`config.mk`:
```
export PLATFORM = sky130hd
export DESIGN_NAME = dmem_access_ctrl
export DESIGN_NICKNAME = d
export VERILOG_FILES = /design/src/rtl/dmem_access_ctrl_pkg.sv /design/src/rtl/load_data_ext.sv /design/src/rtl/dmem_access_ctrl.sv
export SDC_FILE = /design/constraint.sdc
export NUM_CORES = 1
export LEC_CHECK = 0
export BUFFER_PORTS_ARGS = -buffer_cell sky130_fd_sc_hd__clkbuf_2
export CAP_MARGIN = 20
export CORE_ASPECT_RATIO = 0.6
export CORE_MARGIN = 5
export CORE_UTILIZATION = 46
export DETAILED_ROUTE_END_ITERATION = 12
export PLACE_DENSITY = 0.79
export SLEW_MARGIN = 30
export SYNTH_ARGS = -nofsm -noshare
export SYNTH_HDL_FRONTEND = slang
export SYNTH_SLANG_ARGS = --single-unit
```
`constraint.sdc`:
```
create_clock -name clk -period 2.5 [get_ports clk]
set_clock_uncertainty 0.2 [all_clocks]
set_input_delay 0.125 -clock clk [delete_from_list [all_inputs] [get_ports clk]]
set_output_delay 0.125 -clock clk [all_outputs]
set_load 0.02 [all_outputs]
```
`src/rtl/dmem_access_ctrl_pkg.sv`:
```
// rtl/dmem_access_ctrl_pkg.sv - shared load/store funct3 codes and widths for the MEM-stage access path
package dmem_access_ctrl_pkg;

  typedef logic [2:0] funct3_t;

  localparam funct3_t FNC_LB  = 3'b000;
  localparam funct3_t FNC_LH  = 3'b001;
  localparam funct3_t FNC_LW  = 3'b010;
  localparam funct3_t FNC_LBU = 3'b100;
  localparam funct3_t FNC_LHU = 3'b101;

  localparam int WORD_W = 32;

endpackage

```
`src/rtl/load_data_ext.sv`:
```
// rtl/load_data_ext.sv - selects the addressed byte/halfword of a read word and sign/zero extends it
module load_data_ext
  import dmem_access_ctrl_pkg::*;
(
  input  logic [WORD_W-1:0] word,
  input  funct3_t           func,
  input  logic [1:0]        byte_addr,
  output logic [WORD_W-1:0] result
);

  logic [7:0]  byte_sel;
  logic [15:0] half_sel;

  always_comb begin
    byte_sel = word[7:0];
    case (byte_addr)
      2'd0: byte_sel = word[7:0];
      2'd1: byte_sel = word[15:8];
      2'd2: byte_sel = word[23:16];
      2'd3: byte_sel = word[31:24];
      default: byte_sel = word[7:0];
    endcase
    // Halfword offset comes only from bit 1; misaligned halfwords fold down.
    half_sel = byte_addr[1] ? word[31:16] : word[15:0];
  end

  always_comb begin
    result = word;
    case (func)
      FNC_LB:  result = {{24{byte_sel[7]}}, byte_sel};
      FNC_LH:  result = {{16{half_sel[15]}}, half_sel};
      FNC_LW:  result = word;
      FNC_LBU: result = {24'd0, byte_sel};
      FNC_LHU: result = {16'd0, half_sel};
      default: result = word;
    endcase
  end

endmodule

```
`src/rtl/dmem_access_ctrl.sv`:
```
// rtl/dmem_access_ctrl.sv - single-outstanding load/store controller between MEM stage and data memory/MMIO
module dmem_access_ctrl
  import dmem_access_ctrl_pkg::*;
#(
  parameter int DATA_WIDTH = 32,
  parameter int ADDR_WIDTH = 32
) (
  input  logic                    clk,
  input  logic                    rst,
  input  logic                    req_valid_in,
  output logic                    req_ready_out,
  input  logic                    req_we_in,
  input  logic [ADDR_WIDTH-1:0]   req_addr_in,
  input  logic [DATA_WIDTH-1:0]   req_wdata_in,
  input  logic [DATA_WIDTH/8-1:0] req_wea_in,
  input  logic [2:0]              req_func_in,
  input  logic [4:0]              req_rd_in,
  output logic                    mem_req_valid_out,
  input  logic                    mem_req_ready_in,
  output logic [DATA_WIDTH/8-1:0] mem_we_out,
  output logic [ADDR_WIDTH-3:0]   mem_addr_out,
  output logic [DATA_WIDTH-1:0]   mem_wdata_out,
  input  logic                    mem_resp_valid_in,
  input  logic [DATA_WIDTH-1:0]   mem_resp_data_in,
  output logic                    resp_valid_out,
  output logic [DATA_WIDTH-1:0]   resp_data_out,
  output logic [4:0]              resp_rd_out,
  output logic                    stall_out
);

  typedef enum logic [1:0] {
    S_IDLE  = 2'd0,
    S_ISSUE = 2'd1,
    S_WAIT  = 2'd2,
    S_RESP  = 2'd3
  } state_t;

  state_t            state;
  state_t            state_nxt;
  logic              we_q;
  funct3_t           func_q;
  logic [1:0]        boff_q;
  logic [4:0]        rd_q;
  logic              start_issue;
  logic              issue_done;
  logic              resp_hit;
  logic [WORD_W-1:0] ext_data;

  always_ff @(posedge clk) begin
    if (rst) state <= S_IDLE;
    else     state <= state_nxt;
  end

  always_comb begin
    state_nxt     = state;
    req_ready_out = 1'b0;
    start_issue   = 1'b0;
    issue_done    = 1'b0;
    resp_hit      = 1'b0;
    case (state)
      S_IDLE: begin
        req_ready_out = 1'b1;
        // A store with no enabled lanes is retired on the spot without a memory access.
        if (req_valid_in && (!req_we_in || (req_wea_in != '0))) begin
          start_issue = 1'b1;
          state_nxt   = S_ISSUE;
        end
      end
      S_ISSUE: begin
        if (mem_req_ready_in) begin
          issue_done = 1'b1;
          state_nxt  = we_q ? S_IDLE : S_WAIT;
        end
      end
      S_WAIT: begin
        if (mem_resp_valid_in) begin
          resp_hit  = 1'b1;
          state_nxt = S_RESP;
        end
      end
      S_RESP:  state_nxt = S_IDLE;
      default: state_nxt = S_IDLE;
    endcase
  end

  assign stall_out = (state != S_IDLE);

  load_data_ext u_ext (
    .word      (mem_resp_data_in),
    .func      (func_q),
    .byte_addr (boff_q),
    .result    (ext_data)
  );

  always_ff @(posedge clk) begin
    if (rst) begin
      mem_req_valid_out <= 1'b0;
      mem_we_out        <= '0;
      mem_addr_out      <= '0;
      mem_wdata_out     <= '0;
      resp_valid_out    <= 1'b0;
      resp_data_out     <= '0;
      resp_rd_out       <= '0;
      we_q              <= 1'b0;
      func_q            <= '0;
      boff_q            <= '0;
      rd_q              <= '0;
    end else begin
      resp_valid_out <= resp_hit;
      if (start_issue) begin
        mem_req_valid_out <= 1'b1;
        mem_we_out        <= req_we_in ? req_wea_in : '0;
        mem_addr_out      <= req_addr_in[ADDR_WIDTH-1:2];
        mem_wdata_out     <= req_wdata_in;
        we_q              <= req_we_in;
        func_q            <= req_func_in;
        boff_q            <= req_addr_in[1:0];
        rd_q              <= req_rd_in;
      end else if (issue_done) begin
        mem_req_valid_out <= 1'b0;
        mem_we_out        <= '0;
      end
      if (resp_hit) begin
        resp_data_out <= ext_data;
        resp_rd_out   <= rd_q;
      end
    end
  end

endmodule

```
==> summary.md <==
| Metric | Value |
|---|---|
| Status | completed |
| WL final | 18.32 mm |
| TritonCTS clock tree | yes |
| Endpoints failing hold | 0 |
| Most frequent cells in the layout | 219 x clkbuf_2, 198 x nand2_1, 118 x dfxtp_1 |
| Via count | 5696 |
| Adder-cell share of the synthesized area | 0% |
| RSZ-0062 raised after global routing | false |
| Compound-Gate Fraction of Synth Area | ~18% |
| Drt first pass iters | 6 |
| Max_slew headroom | 49.94% |
| CP arrival | ~2.4 ns |
| Final min period | 2.329 ns |
| Tot Pwr | roughly 5.3 mW |
| Hold wc startpoint | rst |
| Final nets | a little over 1000 |
| Initial drt markers | just under 500 |
| Top achievable clock speed | 429.4 MHz |
| Row Count | 28 |
| Wirelength per Cell | 17.39 um |
| Synth top area share | 50.90% |
| Final HPWL DP | 10.78 mm |
| H-tree levels | 4 |
| Vias in the first global route | ~6000 |
| DR vias/cell | between 5 and 6 |
| Crit Path Class | in2reg |
| CP endpoint kind | flop |
| Netlist Area Pre-Place | around 0.0046 mm^2 |
| Final Non-Filler Cells | 1053 |
| CP Launch Type | input port |
| Top cells by area, synth | dfxtp_1 51%, nand2_1 16%, a21oi_1 8.8%, a211oi_1 4.0%, nor2_1 3.0% |
| Layout cells sized above 1 | 30.90% |
| Placement Setup Slack | 0.4123 ns |
| Gate count after technology mapping | 587 |
| CTS Buf Count | 17 |
| DP Cell Count | roughly 900 |
| Clock Pin Slew Worst Setup and Hold Paths | 0.05 ns |
| Main combinational cell family by area after synthesis | simple AND/OR/NAND/NOR gates |
| Area grow syn2layout | 62.25% |
| Die H | approximately 88 um |
| Root Driver | clkbuf_16 |
| Post-route cell area | 0.007530 mm^2 |
| Max-Cap Viols | 0 |
| Global-route wire length before repair | 29.20 mm |
| Pin count of the biggest net entering global routing | 66 |
| Core area | 0.009844 mm^2 |
| DRC violations left | 0 |
| Setup TNS Final | 0 ns |
| # clock sinks | 118 |
| Port bufs | 220 |
| HP Class | in2reg |
| Ys Warns | 0 |
| Most common cell after layout, fill and taps aside | clkbuf_2 |
| Post-synth top area cell | dfxtp_1 |
| Die Area | ~0.012 mm^2 |
| Routability congestion estimate | 0.8772 |
| Syn nets | 701 |
| Sequential fraction of the synthesis area | about half |
| GRT overflow | 0 |
| Power Dens Cells | slightly above 700 mW/mm^2 |
| Antenna violations before repair | 2 |
| Die width | 139.7 um |
| Crit Path Max Fanout | approximately 50 |
| # IOs | around 220 |
| CP required | roughly 2.6 ns |
| XOR/XNOR Fraction of Synth Area | 0% |
| Starting Density | 47.14% |
| Yosys reg bits | 118 |
| Multiplexer share of the synthesized area | 2.561% |
| Longest Clk Path Bufs | 2 |
| Pins Over Slew Limit | 0 |
| Final setup viols | 0 |
| Cell variety after synth | 30 |
| Placed Area | about 0.0058 mm^2 |
| Maximum VDD drop | 0.0005204 V |
| Slew at the pin with the worst max-slew slack | 0.7509 ns |
| Remaining antenna violation count | 0 |
| Pleak | 3.321 nW |
| Final worst slack | 0.1712 ns |
| Avg Inst Size Synth | between 7 and 8 um^2 |
| Final period utilization | slightly above 90% |
| Skew-Pair Late Insertion Delay | 0.40 ns |
| Worst setup startpoint | req_wea_in[0] |
| All-Layer GR Usage | 29.65% |
| Simple-gate share of the synthesized area | 24.10% |
[final cells by class]
class / instances / area [um^2]
clock inverter: 12 / 130.1
inverter: 3 / 11.26
timing repair buffer: 343 / 2315
antenna: 2 / 5.005
tap: 135 / 168.9
multi-input combinational: 421 / 2085
fill: 663 / 2315
clock buffer: 19 / 452.9
sequential: 118 / 2362
[cells by family (layout without fill, tap and decap cells)]
kind of cell | after synthesis | count (layout)
compound gates | 137 | 137
buf+inv | 48 | 377
mux | 11 | 11
other cells | 0 | 2
flops | 118 | 118
simple gates | 273 | 273
[worst paths after layout]
check / endpoint / slack [ns] / cells after the start
setup / recovery: mem_wdata_out[10] / 0.17 / 7
hold / removal: mem_wdata_out[0] / 0.03 / 2
setup reg to reg: mem_wdata_out[10] / 0.32 / 5
hold reg to reg: resp_rd_out[3] / 0.25 / 2
[flip-flops by register name, summed over array words and instances, names as in the netlist, named ones only]
signal             flops
mem_wdata_out         32
resp_data_out         32
mem_addr_out          30
rd_q                   5
resp_rd_out            5
mem_we_out             4
func_q                 3
boff_q                 2
mem_req_valid_out      1
resp_valid_out         1
state                  1
we_q                   1
[cell usage after synthesis]
master	count
o211ai_2	1
nand3b_1	10
nand2_1	198
or4b_1	1
o21ai_1	1
or3_1	1
nor3_1	8
nor3b_1	1
inv_1	3
o22ai_2	1
o221a_2	7
o21ai_0	10
dfxtp_1	118
nand3_1	9
buf_1	2
mux2_2	7
nor2b_1	3
a31oi_1	8
buf_6	2
mux2i_1	4
a211oi_1	25
nand2b_1	3
a21oi_1	82
nor2_1	37
buf_2	13
o211a_1	1
and3b_1	1
o31ai_2	1
or2_2	1
clkbuf_1	28
[where the power goes]
| part | internal (mW) | switching, mW |
|---|---|---|
| clock network | 1.51 | 0.862 |
| registers | 1.99 | 0.0667 |
| logic | 0.375 | 0.535 |
[per-stage QoR]
stage	hold slack, ns	util [%]
6_report	0.03194	76.49
5_1_grt	0.03252	76.49
4_1_cts	0.006089	76.44
3_5_place_dp	0.1540	59.33
3_3_place_gp	0.1475	59.24
2_1_floorplan	0.04799	-
[routing by layer]
layer  global-route usage [%]  share of wire (%)  vias up
li1                         -                  -     2612
met1                    32.04                 37     2608
met2                    51.93                 48      376
met3                    9.493                 10      100
met4                    18.12                5.1        0
met5                        0                  0        -
[what timing repair did]
item,4_1_cts,5_1_grt
gates resized for setup,0,0
hold buffers,110,0
buffers inserted,0,0
hold endpoints to repair,111,0
[critical path, stage by stage]
cell and delay, ns:
dlygate4sd3_1 0.55, clkbuf_2 0.12, or4b_1 0.59, o211ai_4 0.20
buf_4 0.46, nand2_1 0.16, a21oi_1 0.20
No activity file was read; power rests on OpenSTA's default activity.
